===== src/rtl/dram_uart_loader.sv =====
// UART-fed DRAM loader: receives a length-prefixed 8N1 byte stream and writes it
// to DRAM from address 0, holding the processor off the memory port meanwhile.
module dram_uart_loader #(
    parameter int CLKS_PER_BIT = 434,
    parameter int ADDR_W       = 8
) (
    input  logic              Clk,
    input  logic              RST,
    input  logic              start,
    input  logic              rx,
    output logic [ADDR_W-1:0] mem_addr,
    output logic [7:0]        mem_data,
    output logic              mem_wren,
    output logic              hold_proc,
    output logic              done,
    output logic              frame_err,
    output logic [ADDR_W:0]   byte_count
);

    localparam logic [1:0] R_IDLE = 2'd0, R_START = 2'd1, R_DATA = 2'd2, R_STOP = 2'd3;
    localparam logic [1:0] L_IDLE = 2'd0, L_LEN = 2'd1, L_DATA = 2'd2, L_DONE = 2'd3;

    localparam logic [11:0]       BIT_LAST  = 12'(CLKS_PER_BIT - 1);
    localparam logic [11:0]       HALF_LAST = 12'(CLKS_PER_BIT / 2 - 1);
    localparam logic [ADDR_W:0]   CNT_ONE   = 1;
    localparam logic [ADDR_W:0]   CNT_FULL  = {1'b1, {ADDR_W{1'b0}}};
    localparam logic [ADDR_W-1:0] ADDR_ONE  = 1;

    logic              rx_meta_p0, rx_sync_p1;
    logic [1:0]        r_state, l_state;
    logic [11:0]       clk_cnt;
    logic [2:0]        bit_idx;
    logic [7:0]        rx_shift, rx_byte;
    logic              rx_armed, byte_valid, frame_bad;
    logic [ADDR_W:0]   len_target;

    // A zero length byte means a full address space worth of data.
    function automatic logic [ADDR_W:0] len_decode(input logic [7:0] n);
        if (n == 8'd0) return CNT_FULL;
        return (ADDR_W+1)'(n);
    endfunction

    // Stage p0/p1: two-flop synchroniser, then the receiver FSM.
    always_ff @(posedge Clk) begin
        if (RST) begin
            rx_meta_p0 <= 1'b1;
            rx_sync_p1 <= 1'b1;
            r_state    <= R_IDLE;
            clk_cnt    <= '0;
            bit_idx    <= '0;
            rx_shift   <= '0;
            rx_byte    <= '0;
            rx_armed   <= 1'b1;
            byte_valid <= 1'b0;
            frame_bad  <= 1'b0;
        end else begin
            rx_meta_p0 <= rx;
            rx_sync_p1 <= rx_meta_p0;
            byte_valid <= 1'b0;
            frame_bad  <= 1'b0;
            case (r_state)
                R_IDLE: begin
                    clk_cnt <= '0;
                    bit_idx <= '0;
                    if (!rx_armed) begin
                        if (rx_sync_p1) rx_armed <= 1'b1;
                    end else if (!rx_sync_p1) begin
                        r_state <= R_START;
                    end
                end
                R_START: begin
                    if (clk_cnt == HALF_LAST) begin
                        clk_cnt <= '0;
                        r_state <= rx_sync_p1 ? R_IDLE : R_DATA;
                    end else begin
                        clk_cnt <= clk_cnt + 12'd1;
                    end
                end
                R_DATA: begin
                    if (clk_cnt == BIT_LAST) begin
                        clk_cnt  <= '0;
                        rx_shift <= {rx_sync_p1, rx_shift[7:1]};
                        bit_idx  <= bit_idx + 3'd1;
                        if (bit_idx == 3'd7) r_state <= R_STOP;
                    end else begin
                        clk_cnt <= clk_cnt + 12'd1;
                    end
                end
                default: begin
                    if (clk_cnt == BIT_LAST) begin
                        clk_cnt <= '0;
                        r_state <= R_IDLE;
                        if (rx_sync_p1) begin
                            byte_valid <= 1'b1;
                            rx_byte    <= rx_shift;
                        end else begin
                            // Wait for the line to return high before accepting a new start bit.
                            frame_bad <= 1'b1;
                            rx_armed  <= 1'b0;
                        end
                    end else begin
                        clk_cnt <= clk_cnt + 12'd1;
                    end
                end
            endcase
        end
    end

    // Stage p2: loader FSM, write strobe and address counter.
    always_ff @(posedge Clk) begin
        if (RST) begin
            l_state    <= L_IDLE;
            mem_addr   <= '0;
            mem_data   <= '0;
            mem_wren   <= 1'b0;
            hold_proc  <= 1'b0;
            done       <= 1'b0;
            frame_err  <= 1'b0;
            byte_count <= '0;
            len_target <= '0;
        end else begin
            mem_wren <= 1'b0;
            if (frame_bad) frame_err <= 1'b1;
            if (start) begin
                l_state    <= L_LEN;
                done       <= 1'b0;
                frame_err  <= 1'b0;
                byte_count <= '0;
                mem_addr   <= '0;
                hold_proc  <= 1'b1;
            end else begin
                case (l_state)
                    L_LEN: begin
                        if (byte_valid) begin
                            len_target <= len_decode(rx_byte);
                            l_state    <= L_DATA;
                        end
                    end
                    L_DATA: begin
                        if (byte_valid) begin
                            mem_wren <= 1'b1;
                            mem_data <= rx_byte;
                        end
                        if (mem_wren) begin
                            mem_addr   <= mem_addr + ADDR_ONE;
                            byte_count <= byte_count + CNT_ONE;
                            if (byte_count + CNT_ONE == len_target) begin
                                l_state   <= L_DONE;
                                hold_proc <= 1'b0;
                                done      <= 1'b1;
                            end
                        end
                    end
                    L_DONE:  l_state <= L_IDLE;
                    default: l_state <= L_IDLE;
                endcase
            end
        end
    end

endmodule


===== config.mk =====
export PLATFORM = sky130hd
export DESIGN_NAME = dram_uart_loader
export DESIGN_NICKNAME = d
export VERILOG_FILES = /design/src/rtl/dram_uart_loader.sv
export SDC_FILE = /design/constraint.sdc
export NUM_CORES = 1
export LEC_CHECK = 0
export ABC_AREA = 0
export CORE_ASPECT_RATIO = 0.5
export CORE_MARGIN = 10
export CORE_UTILIZATION = 42
export DETAILED_ROUTE_END_ITERATION = 12
export GPL_ROUTABILITY_DRIVEN = 0
export PLACE_DENSITY = 0.7
export SLEW_MARGIN = 10
export SYNTH_ARGS = -nofsm -noshare
export SYNTH_HDL_FRONTEND = slang
export SYNTH_SLANG_ARGS = --single-unit

===== constraint.sdc =====
create_clock -name Clk -period 2.75 [get_ports Clk]
set_input_delay 0.55 -clock Clk [delete_from_list [all_inputs] [get_ports Clk]]
set_output_delay 0.55 -clock Clk [all_outputs]
set_load 0.05 [all_outputs]

==> run_results.csv <==
group,metric,value,unit
layout,antenna_cells,0,
setup_path,crit_path_max_fanout,9,
route,firstDrtPassIters,4,
grt,number_of_global_route_vias_before_repair,2602,
route,vias_per_cell,5.07,
timing,max-slew-margin-rel,64.8,%
clocking,htree_levels,3,
timing,layout_setup_ws,240,ps
route,wl_per_cell,12.7,um
timing,clock_skew,4.21,ps
die,chipWidth,149,um
synthesis,yosys.area_share.simple,23.7,%
synthesis,syn-num-nets,425,
timing,setup_viol,0,
layout,ff_latch_area,1560,um2
clocking,cts.hold.buffers_added,0,
grt,maximum_number_of_pins_on_one_net_before_global_route_repair,30,
setup_path,worstPathRequired,2990,ps
clocking,clk_latency,340,ps
die,floorplan.rows,23,
hold_path,worstHoldStart,"rx_meta_p0$_SDFF_PP1_",
synthesis,synth_cells,408,
timing,report.final.hold_viol_count,0,
place,post-place-cells,537,
synthesis,synth-warning-count,0,
layout,post_layout_nonfiller_instances,553,
synthesis,synth-async-reset-ratio,0,%
grt,grt_first_pass_wirelength,12300,um
place,port_buffers,32,
clocking,clk_path_buf_depth,2,
synthesis,mappedNetlistArea,3500,um2
run_status,run_status,"completed",
synthesis,synth.lib_cells_used.distinct,52,
clocking,post_cts_resize_count,0,
setup_path,critical_path.reg2reg.endpoint,"l_state[1]$_SDFFE_PP0P_",
setup_path,ff2ff_setup_slack,240,ps
setup_path,end_kind,"flop",
clocking,post_cts_repair_setup_buffers,0,
die,floorplan.core_area,8060,um2
synthesis,synth_top_family_by_area,"simple AND/OR/NAND/NOR gates",
layout,layout.nets,453,
grt,global_route.usage.total,11.8,%
synthesis,synth_compound_area_share,10.7,%
timing,worst_margin_slew,527,ps
power,power_leakage,1.45,nW
synthesis,post_synth_edffs,0,
die,die_area,12600,um2
clocking,tritoncts,"done",
setup_path,crit_arrival,2750,ps
grt,grt_remaining_overflow,0,
flow_run,cap_violations,0,
power,vdd.ir_drop.worst,357,uV
clocking,cell_chosen_for_the_clock_root,"clkbuf_16",
timing,layout_min_cycle_time,2510,ps
setup_path,criticalPathCategory,"flop to flop",
synthesis,synthXorXnorAreaFrac,7.26,%
synthesis,synth_top_area_share,44.6,%
layout,multi_input_area,1780,um2
setup_path,critical_path.startpoint_type,"flop",
timing,finalSetupTns,0,ps
synthesis,synth.yosys.seq_area_share,44.6,%
synthesis,post-synth-top-area-cell,"dfxtp_1",
synthesis,post_synth_mux_area_share,4.57,%
clocking,cts_inserted_buffers,9,
timing,slew_violations,0,
route,route.final.wire_length,7030,um
place,dp_hpwl,5010,um
setup_path,worst_setup_path_endpoint,"l_state[1]$_SDFFE_PP0P_",
grt,grt_antenna_before_repair,0,
power,cellPowerDensity,620,nW/um2
route,route.detailed.drc,0,
route,detailroute.via_count,2803,
synthesis,synth.top_cells.by_area,"dfxtp_1 (45%), nor2_1 (6.4%), a21oi_1 (5.1%)",
hold_path,min-delay-path-class,"flop to flop",
die,chipHeight,84.6,um
place,place_worst_setup_slack,323,ps
layout,synthToLayoutAreaGrowth,20.8,%
clocking,clkSinkCount,78,
setup_path,worst_r2r_startpoint,"byte_count[0]$_SDFFE_PP0P_",
setup_path,rr_worst_depth,7,
layout,fillCellCount,741,
timing,final.hold.worst_slack,420,ps
timing,post-route-period-util,91.3,%
clocking,clk_pin_slew,60,ps
timing,grt_setup_unrepaired,"no",
setup_path,startpoint,"byte_count[0]$_SDFFE_PP0P_",
synthesis,ys.flop_type,"dfxtp_1",
synthesis,ys_ff_latch,78,
timing,max_clock_freq,398,MHz
route,first_iter_violations,108,
synthesis,synth.avg_cell_area,8.58,um2
route,final_antenna_net_count,0,
die,starting_utilization_of_the_core_area,43.4,%
die,boundaryPins,33,
synthesis,yosys.area_share.adder,4.65,%
layout,layout-drive-gt1-share,6.35,%
[where the power goes]
part | switching [mW] | leakage (nW) | internal, mW
Clock | 0.439 | 0.166 | 0.867
Sequential | 0.0170 | 0.629 | 1.15
Combinational | 0.102 | 0.660 | 0.0506
[metal layers]
| layer | GRT usage (%) | vias to the layer above | share of wire, % |
|---|---|---|---|
| met5 | 0 | - | 0 |
| met4 | 5.05 | 0 | 1.2 |
| met3 | 4.28 | 9 | 5.1 |
| met2 | 17.7 | 44 | 45 |
| met1 | 14.8 | 1297 | 49 |
| li1 | - | 1453 | - |
[layout make-up]
class,count,area share [%]
multi-input combinational,295,42.1
sequential,78,36.9
timing repair buffer,36,8.28
clock buffer,13,6.39
tap,112,3.31
clock inverter,3,1.54
inverter,16,1.45
[cells in the mapped netlist, types with 2 or more instances]
library cell	instances
nand2_1	40
buf_1	2
xor2_1	17
clkbuf_1	13
nand4b_1	2
a21oi_1	36
nor3_1	4
buf_2	2
nand4_1	8
or4_4	2
ha_1	13
nor4_1	3
a211oi_1	2
or2_2	3
dfxtp_1	78
xnor2_1	12
and3_1	4
inv_1	15
mux2i_1	16
a22oi_1	2
o21ai_0	11
and2_1	3
nand3_1	24
a31oi_1	2
nor2_1	60
nand2b_1	3
or3_1	6
[stage by stage]
| stage | util [%] | cell area (um2) | power [mW] |
|---|---|---|---|
| floorplan | - | 3500 | 1.30 |
| global placement | 48.3 | 3890 | 1.34 |
| detailed placement | 48.3 | 3890 | 1.34 |
| CTS | 52.5 | 4230 | 2.66 |
| global route | 52.5 | 4230 | 2.74 |
| finish | 52.5 | 4230 | 2.62 |
[worst min-delay path by stage]
stage,endpoint,cells after the start
3_3_place_gp,rx_sync_p1$_SDFF_PP1_,1
6_report,rx_sync_p1$_SDFF_PP1_,1
4_1_cts,rx_sync_p1$_SDFF_PP1_,1
5_1_grt,rx_sync_p1$_SDFF_PP1_,1
2_1_floorplan,rx_sync_p1$_SDFF_PP1_,1
3_5_place_dp,rx_sync_p1$_SDFF_PP1_,1
[kinds of logic after synthesis]
kind of cell / count (synthesis)
adders and majority gates: 13
and+or+nand+nor: 172
buffers and inverters: 35
xor gates and xnor gates: 29
muxes: 16
AOI/OAI and AO/OA: 65
DFF: 78
[cell usage in the layout (no fill, tap or decap), types with 6 or more instances in the layout]
| cell | count |
|---|---|
| nand2_1 | 40 |
| o21ai_0 | 11 |
| nand3_1 | 24 |
| dfxtp_1 | 78 |
| or3_1 | 6 |
| nand4_1 | 8 |
| nor2_1 | 60 |
| clkdlybuf4s50_1 | 32 |
| xnor2_1 | 12 |
| a21oi_1 | 36 |
| mux2i_1 | 16 |
| ha_1 | 13 |
| inv_1 | 15 |
| xor2_1 | 17 |
| clkbuf_16 | 9 |
[worst max-delay path, stage by stage (launching register included)]
cell and delay (ps):
dfxtp_1 510, ha_1 320, nand2_1 180, or4b_1 530, a211o_1 320, o21ai_1 200, a21oi_1 100, a311oi_1 250
[flip-flops by register name, indices dropped and copies added, names as in the netlist, 2 cells and up]
register    cells
clk_cnt        12
byte_count      9
len_target      9
mem_addr        8
mem_data        8
rx_byte         8
rx_shift        8
bit_idx         3
l_state         2
r_state         2
(Power assumes the default switching activity.)
